===== config.mk =====
export PLATFORM = sky130hd
export DESIGN_NAME = fetch_queue
export DESIGN_NICKNAME = d
export VERILOG_FILES = /design/src/rtl/fetch_queue.sv
export SDC_FILE = /design/constraint.sdc
export NUM_CORES = 2
export LEC_CHECK = 0
export CORE_MARGIN = 5
export CORE_UTILIZATION = 55
export CTS_CLUSTER_SIZE = 20
export DETAILED_ROUTE_END_ITERATION = 12
export DONT_BUFFER_PORTS = 1
export MAX_ROUTING_LAYER = met4
export PLACE_DENSITY = 0.71
export SLEW_MARGIN = 25
export SYNTH_ARGS = -nofsm -noshare
export SYNTH_HDL_FRONTEND = slang
export SYNTH_SLANG_ARGS = --single-unit
export TNS_END_PERCENT = 50

===== constraint.sdc =====
create_clock -name clk -period 8.1 [get_ports clk]
set_input_delay 0.81 -clock clk [delete_from_list [all_inputs] [get_ports clk]]
set_output_delay 0.81 -clock clk [all_outputs]
set_load 0.005 [all_outputs]

===== src/rtl/fetch_queue.sv =====
// fetch_queue: fetch PC generation, ibus request issue, 64-bit response split
// into tagged 32-bit instructions, and an instruction FIFO that presents up to
// two instructions per cycle to decode.
//   clk, reset          clock, synchronous active-high reset
//   flush, flush_pc     backend redirect pulse and target
//   ireq_valid/addr     request to the instruction cache
//   iresp_addr_ok       cache accepted the request this cycle
//   iresp_data_ok/data  response beat (two words of the 8-byte block)
//   out_valid/inst/pc   FIFO head and head+1 presented to decode
//   deq_num             instructions consumed by decode this cycle
module fetch_queue #(
  parameter int unsigned DEPTH           = 16,
  parameter int unsigned MAX_OUTSTANDING = 2,
  parameter logic [31:0] PC_RESET        = 32'hbfc0_0000
) (
  input  logic        clk,
  input  logic        reset,
  input  logic        flush,
  input  logic [31:0] flush_pc,
  output logic        ireq_valid,
  output logic [31:0] ireq_addr,
  input  logic        iresp_addr_ok,
  input  logic        iresp_data_ok,
  input  logic [63:0] iresp_data,
  output logic [1:0]  out_valid,
  output logic [31:0] out_inst0,
  output logic [31:0] out_inst1,
  output logic [31:0] out_pc0,
  output logic [31:0] out_pc1,
  input  logic [1:0]  deq_num
);

  localparam int unsigned AW = $clog2(DEPTH);
  localparam int unsigned CW = AW + 1;
  localparam int unsigned SW = (MAX_OUTSTANDING > 1) ? $clog2(MAX_OUTSTANDING) : 1;
  localparam int unsigned OW = $clog2(MAX_OUTSTANDING + 1);

  logic [31:0]   pc_q, pc_d;
  logic [CW-1:0] count_q, count_d;
  logic [AW-1:0] head_q, head_d, tail_q, tail_d;
  logic [OW-1:0] outst_q, outst_d, discard_q, discard_d;
  logic [SW-1:0] srd_q, srd_d, swr_q, swr_d;

  // Side FIFO: per-request PC (bit 2 doubles as the single-word flag).
  logic [31:0] side_pc_q [MAX_OUTSTANDING];
  logic        side_s_q  [MAX_OUTSTANDING];

  logic [31:0] inst_mem_q [DEPTH];
  logic [31:0] pc_mem_q   [DEPTH];

  logic        accept, space_ok, resp_s;
  logic [31:0] resp_pc;
  logic        wr0_en, wr1_en;
  logic [31:0] wr0_inst, wr0_pc, wr1_inst, wr1_pc;
  logic [1:0]  n_wr;
  logic [AW-1:0] head1;
  logic        unused_flush_lsb;

  assign unused_flush_lsb = &{1'b0, flush_pc[1:0]};

  function automatic logic [SW-1:0] side_next(input logic [SW-1:0] p);
    return (p == SW'(MAX_OUTSTANDING - 1)) ? '0 : p + SW'(1);
  endfunction

  // Reserve room for two words per in-flight request plus the new one so
  // that a response can always be written.
  assign space_ok   = (32'(count_q) + 32'd2 * (32'(outst_q) + 32'd1)) <= 32'(DEPTH);
  assign ireq_valid = !reset && !flush && (outst_q < OW'(MAX_OUTSTANDING)) && space_ok;
  assign ireq_addr  = pc_q;
  assign accept     = ireq_valid && iresp_addr_ok;

  assign resp_s  = side_s_q[srd_q];
  assign resp_pc = side_pc_q[srd_q];

  assign head1     = head_q + AW'(1);
  assign out_valid = reset ? 2'b00 : {count_q >= CW'(2), count_q >= CW'(1)};
  assign out_inst0 = inst_mem_q[head_q];
  assign out_pc0   = pc_mem_q[head_q];
  assign out_inst1 = inst_mem_q[head1];
  assign out_pc1   = pc_mem_q[head1];

  always_comb begin
    pc_d      = pc_q;
    count_d   = count_q;
    head_d    = head_q;
    tail_d    = tail_q;
    outst_d   = outst_q + OW'(accept) - OW'(iresp_data_ok);
    discard_d = discard_q;
    srd_d     = srd_q;
    swr_d     = swr_q;
    wr0_en    = 1'b0;
    wr1_en    = 1'b0;
    wr0_inst  = resp_s ? iresp_data[63:32] : iresp_data[31:0];
    wr0_pc    = resp_pc;
    wr1_inst  = iresp_data[63:32];
    wr1_pc    = resp_pc + 32'd4;
    n_wr      = 2'd0;

    if (accept) begin
      pc_d  = {pc_q[31:3] + 29'd1, 3'b000};
      swr_d = side_next(swr_q);
    end

    if (iresp_data_ok) begin
      srd_d = side_next(srd_q);
      if (discard_q != '0) begin
        discard_d = discard_q - OW'(1);
      end else begin
        wr0_en = 1'b1;
        wr1_en = !resp_s;
        n_wr   = resp_s ? 2'd1 : 2'd2;
      end
    end

    head_d  = head_q + AW'(deq_num);
    tail_d  = tail_q + AW'(n_wr);
    count_d = count_q + CW'(n_wr) - CW'(deq_num);

    // Redirect: the side FIFO keeps tracking in-flight requests; their
    // responses are dropped via discard instead of being written.
    if (flush) begin
      pc_d      = {flush_pc[31:2], 2'b00};
      count_d   = '0;
      head_d    = '0;
      tail_d    = '0;
      discard_d = outst_d;
      wr0_en    = 1'b0;
      wr1_en    = 1'b0;
    end
  end

  always_ff @(posedge clk) begin
    if (reset) begin
      pc_q      <= PC_RESET;
      count_q   <= '0;
      head_q    <= '0;
      tail_q    <= '0;
      outst_q   <= '0;
      discard_q <= '0;
      srd_q     <= '0;
      swr_q     <= '0;
    end else begin
      pc_q      <= pc_d;
      count_q   <= count_d;
      head_q    <= head_d;
      tail_q    <= tail_d;
      outst_q   <= outst_d;
      discard_q <= discard_d;
      srd_q     <= srd_d;
      swr_q     <= swr_d;
    end
  end

  always_ff @(posedge clk) begin
    if (accept) begin
      side_pc_q[swr_q] <= pc_q;
      side_s_q[swr_q]  <= pc_q[2];
    end
    if (!reset && wr0_en) begin
      inst_mem_q[tail_q] <= wr0_inst;
      pc_mem_q[tail_q]   <= wr0_pc;
    end
    if (!reset && wr1_en) begin
      inst_mem_q[tail_q + AW'(1)] <= wr1_inst;
      pc_mem_q[tail_q + AW'(1)]   <= wr1_pc;
    end
  end

  a_no_overflow: assert property (@(posedge clk) disable iff (reset)
    !flush |-> (32'(count_q) + 32'(n_wr) <= 32'(DEPTH) + 32'(deq_num)));
  a_deq_legal: assert property (@(posedge clk) disable iff (reset)
    32'(deq_num) <= 32'(out_valid[0]) + 32'(out_valid[1]));
  a_resp_expected: assert property (@(posedge clk) disable iff (reset)
    iresp_data_ok |-> (outst_q != '0));

endmodule


==> flow_summary.toml <==
[worst_setup_path]
worstSetupEndpointType = "output port"
worstSetupEndpoint = "out_pc1[11]"
reg2reg_to = "pc_mem_q[13][28]$_DFFE_PP_"
timing.setup.critical_path_class = "flip-flop to output port"
critical_path.startpoint = "head_q[0]$_SDFF_PP0_"
crit_fanout = 55
critPathLaunchType = "flip-flop"
ff2ff_setup_slack_ps = 2940
timing.critical_path.arrival_ps = 4430
logic_depth_of_the_worst_register_to_register_path = 8
cp.required_ps = 7290

[routing]
dr.first_iter.drc_count = 4482
wire_per_inst_microns = 33.28
postRouteWirelength_mm = 191.2
routed_via_density = 6.966
vias = 40010
first_pass_iters = 5
ant_nets = 0
drc = 0

[die]
core_area_sq_um = 114700
die_height_microns = 350.1
std_cell_rows = 124
floorplan.io_pins = 266
floorplan.initialDensity_pct = 55.47
dieWidth_microns = 350.1
dieArea_sq_um = 122500

[sta]
final-setup-viol-count = 0
post-route-min-period_ps = 5238
maxClockFrequency_mhz = 190.9
timing_max_transition_violations_final = 0
final_min_period_over_clock_period_pct = 64.67
worstMarginPinSlew_ps = 1147
final.setup_skew_ps = 56.54
grt_setup_unrepaired = "false"
timing.max_slew.rel_slack_pct = 23.29
setup_total_negative_slack_ps = 0
timing_hold_violations_final = 0

[placed_design]
replace_congestion = 0.8350
place_area_sq_um = 64860
detailed_place_hpwl_mm = 106.1
portBuffers = 0

[power_and_ir_drop]
power_frac_comb_pct = 13.6
power_switching_share_pct = 24.62
share_clk_of_total_power_pct = 39.4
power_density_nw_per_um2 = 200.6
vdd_ir_drop_max_uv = 186.7
switchingPower_w = 0.003396
flop_pwr_share_pct = 46.9
total_leakage_power_nw = 20.99
cell_internal_pwr_w = 0.01040

[grt]
grt_pass1_wl_mm = 275.9
grt_overflow_total = 0
number_of_antenna_violations_at_the_first_check_in_global_routing = 0
grt_max_degree = 134
globalRouteTotalUtil_pct = 31.71
first_global_vias = 40400

[synth]
synth-seq-cells = 1102
synth_area_leaders = "sky130_fd_sc_hd__edfxtp_1 50%, sky130_fd_sc_hd__mux4_2 15%, sky130_fd_sc_hd__mux2_2 13%"
synthesis.yosys.warnings = 0
yosysTopAreaCell = "sky130_fd_sc_hd__edfxtp_1"
synth_enable_flop_cells = 1052
dominantRegCellSynth = "sky130_fd_sc_hd__edfxtp_1"
synth_cells = 4329
share_of_the_yosys_chip_area_belonging_to_registers_pct = 51.24
synth.cell_area_sq_um = 63600
post-synth-top-area-fraction_pct = 49.67
asyncSetResetFlopFracSynth_pct = 0
netlist-cell-type-count = 83
synth_area_per_cell_sq_um = 14.69

[flow_run]
max_cap_viol_count = 0

[clock_tree]
clock_buffers_created_by_tritoncts = 120
clk-insertion-delay-late_ps = 740
hold_buffers = 0
post_cts_resize_count = 0
clock_tree.root_cell = "sky130_fd_sc_hd__clkbuf_16"
h_tree_levels = 3
tritoncts_clock_tree = "yes"
cts.clk_slew.worst_paths_ps = 70
clock_tree_buffer_depth = 3
cts.sinks = 1102
cts_post_setup_buffers_inserted = 0

[worst_hold_path]
holdCritPathClass = "input port to flip-flop"

[layout]
syn_to_final_growth_pct = 8.111
fin_area_sq_um = 68760
layout.nets = 4257
drive_gt1_share_pct = 37.26
antenna_cells_inserted = 0

[run_status]
run_status = "finished clean"
state kept, by name, indices dropped and copies added, names as in the netlist, named ones only:
name and flops:
inst_mem_q 512, pc_mem_q 480, side_pc_q 60, ireq_addr 30
count_q 5, head_q 4, tail_q 4, discard_q 2
outst_q 2, srd_q 1, swr_q 1
cell type report:
class,count,area (sq um)
Clock buffer,150,3168
Sequential cell,1102,32610
Tap cell,1512,1892
Multi-Input combinational cell,2729,29290
Inverter,73,274.0
Fill cell,8668,45890
Clock inverter,76,688.2
Timing Repair Buffer,102,843.3
power by group through the flow:
stage                     clock network, W  logic (W)  registers, W
final                              0.00544    0.00188       0.00648
after global placement                   0    0.00183       0.00659
after global routing               0.00575    0.00200       0.00648
after floorplan                          0    0.00147       0.00653
after detailed placement                 0    0.00187       0.00659
after CTS                          0.00550    0.00188       0.00647
cell usage in the layout (no fill, tap or decap), drive strengths merged, types with 16 or more instances in the layout:
cell,instances
mux2i,205
nand3,40
dfxtp,50
xor2,44
nand2,170
clkinv,54
nor3,55
mux2,750
a21o,17
nor4,33
inv,78
o21ai,140
nor2,203
ha,21
a22oi,71
xnor2,195
mux4,434
a221oi,62
edfxtp,1052
buf,102
clkbuf,150
nand4,20
a31oi,16
a21oi,102
worst min path at each step:
stage | start | to | slack [ps] | cells after the start
finish | reset | outst_q[0]$_SDFF_PP0_ | 150 | 1
global route | reset | ireq_addr[8]$_SDFFE_PP0P_ | 130 | 1
CTS | reset | outst_q[0]$_SDFF_PP0_ | 110 | 1
detailed placement | srd_q$_SDFFE_PP0P_ | flip-flop | 500 | 2
global placement | srd_q$_SDFFE_PP0P_ | flip-flop | 490 | 2
floorplan | ireq_addr[2]$_SDFFE_PP0P_ | side_pc_q[0][0]$_DFFE_PP_ | 470 | 0
logic make-up after synthesis:
logic type | share of synthesized area (%)
compound gates | 4.584
xor+xnor | 3.291
fa+ha+maj | 0.5705
buf+inv | 3.419
flops | 51.24
mux | 31.98
other cells | 0.005896
simple gates | 4.912
through the flow:
stage / power, W / instances / worst slack, ps / hold slack (ps) / util [%]
2_1_floorplan: 0.008007 / 4334 / 1597 / 470.8 / -
3_3_place_gp: 0.008421 / 5516 / 3140 / 489.8 / 56.54
3_5_place_dp: 0.008463 / 5517 / 3041 / 499.4 / 56.57
4_1_cts: 0.01385 / 5743 / 2776 / 109.0 / 59.93
5_1_grt: 0.01422 / 5744 / 2564 / 127.0 / 59.97
6_report: 0.01379 / 5744 / 2862 / 153.4 / 59.97
worst max-delay path, stage by stage, from the launching register on:
cell                      delay, ps
sky130_fd_sc_hd__dfxtp_4        770
sky130_fd_sc_hd__buf_4          820
sky130_fd_sc_hd__buf_4          860
sky130_fd_sc_hd__mux4_2         600
sky130_fd_sc_hd__mux4_2         560
synthesized netlist by cell type (all sizes together), types with 12 or more instances:
library cell,instances
nand2,170
mux2i,205
a21o,17
mux4,434
ha,21
a21oi,102
xnor2,195
nand2b,12
or4,12
nand3,40
a22oi,71
buf,194
o21ai,140
nor2b,12
clkbuf,236
dfxtp,50
and2,12
mux2,750
xor2,44
edfxtp,1052
nor4,33
inv,73
nor2,203
nand4,20
a31oi,16
nor3,55
or3,12
a221oi,62
routing by layer:
metal  wire [microns]  global-route usage (%)
met5                0                       -
met4             8478                   12.21
met3            18680                   6.337
met2            92450                   50.62
met1            71550                   40.55
No activity file was read; power rests on OpenSTA's default activity.
